## src/rtl/store_drain_buffer.sv

```systemverilog
// Store drain buffer: queues committed stores and drains them in order to the Dmem port.
// Optional macro STORE_FWD_EN enables store-to-load lookup against pending entries.
module store_drain_buffer #(
  parameter int DEPTH = 4
) (
  input  logic        clock,
  input  logic        reset,
  input  logic [1:0]  ret_command,
  input  logic [1:0]  ret_size,
  input  logic [31:0] ret_addr,
  input  logic [31:0] ret_data,
  output logic        sb_full,
  output logic        sb_empty,
  output logic        overflow,
  input  logic        load_busy,
  output logic [1:0]  proc2Dmem_command,
  output logic [1:0]  proc2Dmem_size,
  output logic [31:0] proc2Dmem_addr,
  output logic [31:0] proc2Dmem_data,
  input  logic [3:0]  Dmem2proc_response,
  input  logic [31:0] lookup_addr,
  input  logic [1:0]  lookup_size,
  output logic        lookup_hit,
  output logic [31:0] lookup_data,
  output logic        lookup_conflict
);

  localparam int XLEN  = 32;
  localparam int PTR_W = (DEPTH > 1) ? $clog2(DEPTH) : 1;

  localparam logic [1:0] BUS_NONE  = 2'h0;
  localparam logic [1:0] BUS_STORE = 2'h2;

  localparam logic [PTR_W:0] FULL_CNT = (PTR_W+1)'(DEPTH);

  logic [PTR_W-1:0] head;
  logic [PTR_W-1:0] tail;
  logic [PTR_W:0]   count;
  logic             overflow_q;

  logic [XLEN-1:0] addr_q [DEPTH];
  logic [XLEN-1:0] data_q [DEPTH];
  logic [1:0]      size_q [DEPTH];

  logic is_store;
  logic enq;
  logic issue;
  logic deq;

  assign sb_full  = (count == FULL_CNT);
  assign sb_empty = (count == '0);
  assign overflow = overflow_q;

  assign is_store = (ret_command == BUS_STORE);
  assign enq      = is_store && !sb_full;

  // Memory handshake: the head entry is offered (valid) whenever the buffer is
  // non-empty and the load unit does not own the bus; a non-zero response in
  // that cycle is the ready/accept, and only then does the head advance.
  // Without an accept the identical entry is offered again next cycle.
  assign issue = !sb_empty && !load_busy;
  assign deq   = issue && (Dmem2proc_response != 4'h0);

  always_ff @(posedge clock or negedge reset) begin
    if (!reset) begin
      head       <= '0;
      tail       <= '0;
      count      <= '0;
      overflow_q <= 1'b0;
    end else begin
      if (enq) begin
        tail <= tail + PTR_W'(1);
      end
      if (deq) begin
        head <= head + PTR_W'(1);
      end
      unique case ({enq, deq})
        2'b10:   count <= count + (PTR_W+1)'(1);
        2'b01:   count <= count - (PTR_W+1)'(1);
        default: count <= count;
      endcase
      // Full is judged on registered count, so a same-cycle drain does not rescue the store.
      if (is_store && sb_full) begin
        overflow_q <= 1'b1;
      end
    end
  end

  always_ff @(posedge clock or negedge reset) begin
    if (!reset) begin
      for (int i = 0; i < DEPTH; i++) begin
        addr_q[i] <= '0;
        data_q[i] <= '0;
        size_q[i] <= '0;
      end
    end else if (enq) begin
      addr_q[tail] <= ret_addr;
      data_q[tail] <= ret_data;
      size_q[tail] <= ret_size;
    end
  end

  assign proc2Dmem_command = issue ? BUS_STORE : BUS_NONE;
  assign proc2Dmem_addr    = sb_empty ? '0 : addr_q[head];
  assign proc2Dmem_data    = sb_empty ? '0 : data_q[head];
  assign proc2Dmem_size    = sb_empty ? '0 : size_q[head];

`ifdef STORE_FWD_EN
  logic [PTR_W-1:0] idx;
  logic [XLEN:0]    ld_lo;
  logic [XLEN:0]    ld_hi;
  logic [XLEN:0]    st_lo;
  logic [XLEN:0]    st_hi;
  logic             exact;
  logic             overlap;
  logic             fwd_hit;
  logic [XLEN-1:0]  fwd_data;
  logic             fwd_conflict;

  function automatic logic [XLEN:0] size_bytes(input logic [1:0] sz);
    logic [3:0] nb;
    nb = 4'd1 << sz;
    return {{(XLEN-3){1'b0}}, nb};
  endfunction

  // Walk oldest to youngest so the last exact match seen is the youngest one.
  // Exact matches never block; any partial overlap does.
  always_comb begin
    idx          = '0;
    st_lo        = '0;
    st_hi        = '0;
    exact        = 1'b0;
    overlap      = 1'b0;
    fwd_hit      = 1'b0;
    fwd_data     = '0;
    fwd_conflict = 1'b0;
    ld_lo        = {1'b0, lookup_addr};
    ld_hi        = ld_lo + size_bytes(lookup_size);
    for (int i = 0; i < DEPTH; i++) begin
      idx     = head + PTR_W'(i);
      st_lo   = {1'b0, addr_q[idx]};
      st_hi   = st_lo + size_bytes(size_q[idx]);
      exact   = (addr_q[idx] == lookup_addr) && (size_q[idx] == lookup_size);
      overlap = (st_lo < ld_hi) && (ld_lo < st_hi);
      if ((PTR_W+1)'(i) < count) begin
        if (exact) begin
          fwd_hit  = 1'b1;
          fwd_data = data_q[idx];
        end else if (overlap) begin
          fwd_conflict = 1'b1;
        end
      end
    end
  end

  assign lookup_conflict = fwd_conflict;
  assign lookup_hit      = fwd_hit && !fwd_conflict;
  assign lookup_data     = (fwd_hit && !fwd_conflict) ? fwd_data : '0;
`else
  logic unused_lookup;
  assign unused_lookup   = ^{lookup_addr, lookup_size};

  // Without forwarding, any pending store holds off every load.
  assign lookup_hit      = 1'b0;
  assign lookup_data     = '0;
  assign lookup_conflict = !sb_empty;
`endif

endmodule

```

## config.mk

```make
export PLATFORM = sky130hd
export DESIGN_NAME = store_drain_buffer
export DESIGN_NICKNAME = d
export VERILOG_FILES = /design/src/rtl/store_drain_buffer.sv
export SDC_FILE = /design/constraint.sdc
export NUM_CORES = 1
export LEC_CHECK = 0
export CORE_AREA = 2 2 160 162
export CTS_CLUSTER_SIZE = 14
export DETAILED_ROUTE_END_ITERATION = 16
export DIE_AREA = 0 0 162 164
export GPL_ROUTABILITY_DRIVEN = 0
export GPL_TIMING_DRIVEN = 0
export MAX_ROUTING_LAYER = met4
export PLACE_DENSITY = 0.89
export REMOVE_ABC_BUFFERS = 1
export SETUP_SLACK_MARGIN = 0.5
export SLEW_MARGIN = 40
export SYNTH_ARGS = -nofsm -noshare
export SYNTH_HDL_FRONTEND = slang
export SYNTH_SLANG_ARGS = --single-unit
```

## constraint.sdc

```tcl
create_clock -name clock -period 2.8 [get_ports clock]
set_clock_uncertainty 0.05 [all_clocks]
set_input_delay 0.42 -clock clock [delete_from_list [all_inputs] [get_ports clock]]
set_output_delay 0.42 -clock clock [all_outputs]
set_load 0.01 [all_outputs]
```

* Word level (Yosys, flattened, before mapping) *
Index checks and enable logic that the tools add are counted.

operators by class
  add/subtract/negate cells = 4
  magnitude comparators = 3
  equality and inequality tests = 4
  muxes and demuxes = 21
  bitwise logic cells = 2
  reductions and logical operators = 11

operator list
  kind                   number
  $bwmux W128            2
  $mux W32               7
  $bmux W32 S2           2
  $demux W32 S2          1
  $mux W2                5
  $bwmux W8              1
  $ge A3 B3 Y1 const B   2
  $not A2 Y3             2
  $pmux W3 S2            1
  $logic_and A1 B1 Y1    5
  $add A2 B1 Y2 const B  2
  $bmux W2 S2            1
  $demux W2 S2           1
  $eq A2 B2 Y1 const B   2
  $reduce_bool A4 Y1     1
  $add A3 B1 Y3 const B  1
  $eq A3 B3 Y1 const B   1
  $logic_not A1 Y1       3
  $logic_not A3 Y1       1
  $lt A3 B1 Y1 const B   1
  $sub A3 B1 Y3 const B  1
  $eq A2 B1 Y1 const B   1
  $reduce_bool A2 Y1     1

storage, ports and cells
  flip-flop bits (word level) = 272
  bits of input ports = 109
  output and inout port bits = 105
  logic and storage cells = 61

* Longest topological paths before layout *
  word-level depth = 6
  gate-level depth with buffers = 9
  mapped depth without buffers = 9

* Worst setup path before layout *
OpenSTA, ideal clock, no wires.

  path type = register to register
  from = register count[0]
  to = register count[2]
  library setup time = 0.079 ns
  data arrival time = 1.984 ns
  data required time = 2.671 ns
  path slack = 0.687 ns
  cell stages (with the launch flop) = 10
  buffers on the path = 0
  clock period less this slack = 2.113 ns
  path through = dfrtp_1 > or3_1 > inv_1 > nor3_1 > ha_1 > inv_1 > fa_1 > xor2_1 > nor2_1 > xor2_1

on the way
  longest elaborated chain between the ends = 6
  elaborated cells between the ends (all ways) = 13
  those cells by class = add/sub: 2; eq/ne: 3; mux: 1; reduce/logical: 7

ends and longest elaborated chain
  item                                               RTL line  text
  start: declaration                                 38        logic [PTR_W:0] count;
  start signal: assignment                           78        2'b10: count <= count + (PTR_W+1)'(1);
  start signal: assignment                           79        2'b01: count <= count - (PTR_W+1)'(1);
  start signal: assignment                           80        default: count <= count;
  $logic_not A3 Y1 (*)                               51        assign sb_empty = (count == '0);
  net sb_empty                                       13        output logic sb_empty,
  $logic_not A1 Y1 (*)                               61        assign issue = !sb_empty && !load_busy;
  $logic_and A1 B1 Y1 (*)                            61
  $logic_and A1 B1 Y1 (*)                            62        assign deq = issue && (Dmem2proc_response != 4'h0);
  net deq                                            48        logic deq;
  $eq A2 B1 Y1 or $eq A2 B2 Y1 (tied branches)       77        unique case ({enq, deq})
  $pmux W3 S2 or $reduce_bool A2 Y1 (tied branches)  --

The timed path passes the listed nets; every way through them passes the cells marked *.
A chain may end at the register's enable or synchronous reset.

* Worst setup path in the final report *
  from = register head[0]
  to = output port proc2Dmem_addr[3]

on the way
  longest elaborated chain between the ends = 5

ends and longest elaborated chain
  item                                          RTL line  text
  start: declaration                            36        logic [PTR_W-1:0] head;
  start signal: assignment                      75        head <= head + PTR_W'(1);
  $not A2 Y3 (not written as such)              104       assign proc2Dmem_addr = sb_empty ? '0 : addr_q[head];
  $bmux W32 S2                                  104
  $mux W32 (not written as such) (2 in series)  104
  $mux W32                                      104
  end: declaration                              18        output logic [31:0] proc2Dmem_addr,

No other way between the ends. The select of a mux whose other input is x is not followed.

==> run_results.csv <==
group,metric,value,unit
global_route,grt_pass1_vias,8113,
setup_path,reg2reg_slack,340,ps
layout,layout.cells.non_filler,1331,
die,boundaryPins,214,
timing,rsz0062_at_grt,"true",
clocking,clk_latency,530,ps
setup_path,cp.arrival,2220,ps
timing,fmax,0.3718,GHz
power,power_density,1342,mW/mm^2
power,vdd_drop_max,1.016,mV
setup_path,reg2reg_depth,12,
global_route,grt_max_degree,78,
clocking,htree_levels,1,
placed_design,place_ws,-3.528,ps
setup_path,r2r_start,"count[0]$_DFFE_PN0P_",
die,dieWidth,162,um
clocking,cts_max_path_buffers,3,
synthesis,netlist_top_cells_count,"272 x dfrtp_1, 160 x mux2_4, 105 x mux2_2",
synthesis,synth_top_area_cell,"dfrtp_1",
global_route,grt_pass1_wl,45950,um
die,die_area,0.02657,mm^2
route,drt_wl_total,29910,um
route,first_iter_violations,481,
placed_design,dp_cells,1230,
synthesis,synth_edf_count,0,
clocking,numClockSinks,272,
setup_path,worstPathRequired,2330,ps
route,drc,0,
die,initial_core_util,53.36,%
route,routed_via_density,5.565,
timing,slew_headroom,60.30,%
timing,fin_crit_sh,96.06,%
synthesis,yosysSeqAreaShare,51.40,%
timing,finalHoldViolations,0,
timing,setup_slack,110.3,ps
global_route,grt_util_all_layers,22.78,%
layout,drive_gt1_share,58.24,%
synthesis,yosysTopAreaCellShare,51.40,%
synthesis,synth_area_leaders,"dfrtp_1 51%, mux2_4 18%, mux4_2 11%, mux2_2 8.9%, and2_1 3.1%",
clocking,cts_buffers,29,
route,vias,7407,
route,antenna_left,0,
synthesis,synth_cell_type_count,28,
setup_path,r2r_end,"count[2]$_DFFE_PN0P_",
setup_path,startpoint_type,"register",
layout,multi_input_area,0.006077,mm^2
setup_path,critical_path_peak_fanout,7,
synthesis,synth_cells,789,
placed_design,hpwl,16260,um
clocking,tritoncts,"yes",
timing,min_period,2690,ps
hold_path,hold_class,"in2async",
synthesis,yosys_most_used_dff,"dfrtp_1",
power,p_leak,7.478,nW
synthesis,synth.ff_latch_count,272,
timing,tightestPinTransition,590.1,ps
layout,post-route-util,67.97,%
layout,nFillCells,1540,
clocking,clk_pin_slew,60,ps
global_route,grt_antenna_before_repair,0,
synthesis,syn_area_per_cell,16.78,um^2
die,rows,58,
global_route,grt-ovfl-total,0,
timing,setup_viol,0,
die,die_y,164,um
placed_design,port_buffers,145,
layout,fin_nets,1097,
job,maxCapViolCount,0,
route,dr.pass1.iters,4,
layout,antenna_cells,0,
setup_path,end_kind,"output pin",
status,status,"complete, no violations",
route,wire_per_inst,22.47,um
synthesis,synthArstFlopShare,100.0,%
setup_path,critPathKind,"reg2out",
synthesis,synth_area,0.01324,mm^2
synthesis,synth_most_common_cell,"dfrtp_1",
clocking,cts-root-buf,"clkbuf_16",
timing,slew_violations,0,
die,coreArea,0.02482,mm^2
synthesis,yosys_warnings,0,
layout,area_growth_syn_to_layout,27.38,%
layout,regArea,0.006815,mm^2
-- stage by stage --
| step | power, mW | setup TNS (ps) | area, um^2 | hold slack [ps] |
|---|---|---|---|---|
| 4_1_cts | 21.89 | 0 | 16490 | 395.7 |
| 2_1_floorplan | 13.10 | -117450 | 12720 | 74.41 |
| 3_5_place_dp | 16.71 | -3.528 | 15010 | 363.9 |
| 5_1_grt | 23.73 | 0 | 16870 | 410.6 |
| 6_report | 22.64 | 0 | 16870 | 378.4 |
| 3_3_place_gp | 16.08 | -3115810 | 14590 | 401.6 |
-- worst max-delay path, cell delays in order (launching register included) --
cell and delay [ps]:
dfrtp_4 460, buf_12 190, buf_12 120, buf_16 120, mux4_2 510, and2_4 160
buf_6 110
-- sequential cells by signal (all words and copies together) (netlist names) --
signal    flops
addr_q      128
tail          2
count         3
size_q        8
data_q      128
head          2
overflow      1
-- logic make-up after synthesis --
kind of cell	synth area share, %
buffers and inverters	5.083
muxes	38.37
other	0.02832
and+or+nand+nor	4.035
AOI/OAI and AO/OA	0.06615
adders and majority gates	0.6236
xor gates and xnor gates	0.3968
DFF	51.40
-- what timing repair did --
action                                 CTS  global route
gates cloned                             8             1
endpoints found under the hold margin   66             0
resized for setup                      384            52
pin swaps                               53            12
setup endpoints to repair               72           176
hold buffers                             1             0
setup buffers                           23            18
-- where the power goes --
group          internal (mW)  total, mW  switching [mW]
clock network           2.26       3.79            1.53
registers               5.94       7.05            1.11
logic                   7.78       11.8            4.01
total                   16.0       22.6            6.65
-- cell usage in the layout (no fill, tap or decap), types with 2 or more instances in the layout --
| master | Yosys | final |
|---|---|---|
| dfrtp_1 | 272 | 269 |
| bufinv_16 | 0 | 2 |
| buf_12 | 0 | 17 |
| buf_2 | 13 | 10 |
| mux4_2 | 66 | 66 |
| clkbuf_16 | 0 | 29 |
| and2_1 | 66 | 10 |
| inv_1 | 8 | 6 |
| xnor2_1 | 2 | 2 |
| bufbuf_16 | 0 | 2 |
| clkdlybuf4s50_1 | 0 | 74 |
| buf_4 | 38 | 22 |
| ha_1 | 5 | 4 |
| and2_4 | 0 | 56 |
| clkbuf_1 | 10 | 9 |
| mux2_2 | 105 | 105 |
| and4bb_4 | 3 | 4 |
| buf_16 | 0 | 14 |
| mux2_4 | 160 | 160 |
| clkinv_2 | 0 | 3 |
| dfrtp_4 | 0 | 2 |
| buf_6 | 16 | 67 |
| conb_1 | 1 | 34 |
| clkbuf_8 | 0 | 7 |
| xor2_1 | 4 | 4 |
| buf_8 | 4 | 5 |
-- worst max-delay path by stage --
stage,slack [ps],from,cells past startpoint,end
6_report,110,head[0]$_DFFE_PN0P_,6,proc2Dmem_addr[3]
5_1_grt,50,head[0]$_DFFE_PN0P_,6,proc2Dmem_addr[3]
4_1_cts,130,head[0]$_DFFE_PN0P_,6,proc2Dmem_addr[3]
3_5_place_dp,-4,count[0]$_DFFE_PN0P_,10,count[2]$_DFFE_PN0P_
3_3_place_gp,-10130,reset,1,data_q[110]$_DFFE_PN0P_
2_1_floorplan,-1180,head[0]$_DFFE_PN0P_,2,proc2Dmem_addr[0]
-- cell type report --
class                   count  share of cell area (%)
flip-flops and latches    272                   40.40
inverters                   8                  0.2225
clock buffers              45                   5.073
multi-input cells         458                   36.03
clock inverters             5                  0.4450
repair buffers            213                   15.38
well taps                 330                   2.448
-- per-layer routing --
layer | routed length (um) | global-route usage [%] | part of all wire [%] | vias up
li1 | - | - | - | 3175
met1 | 13090 | 31.13 | 44 | 3980
met2 | 14900 | 36.38 | 50 | 201
met3 | 1298 | 3.636 | 4.3 | 51
met4 | 610 | 5.430 | 2.0 | 0
met5 | 0 | - | 0 | -
Note: power is estimated with default switching activity, not from simulation.
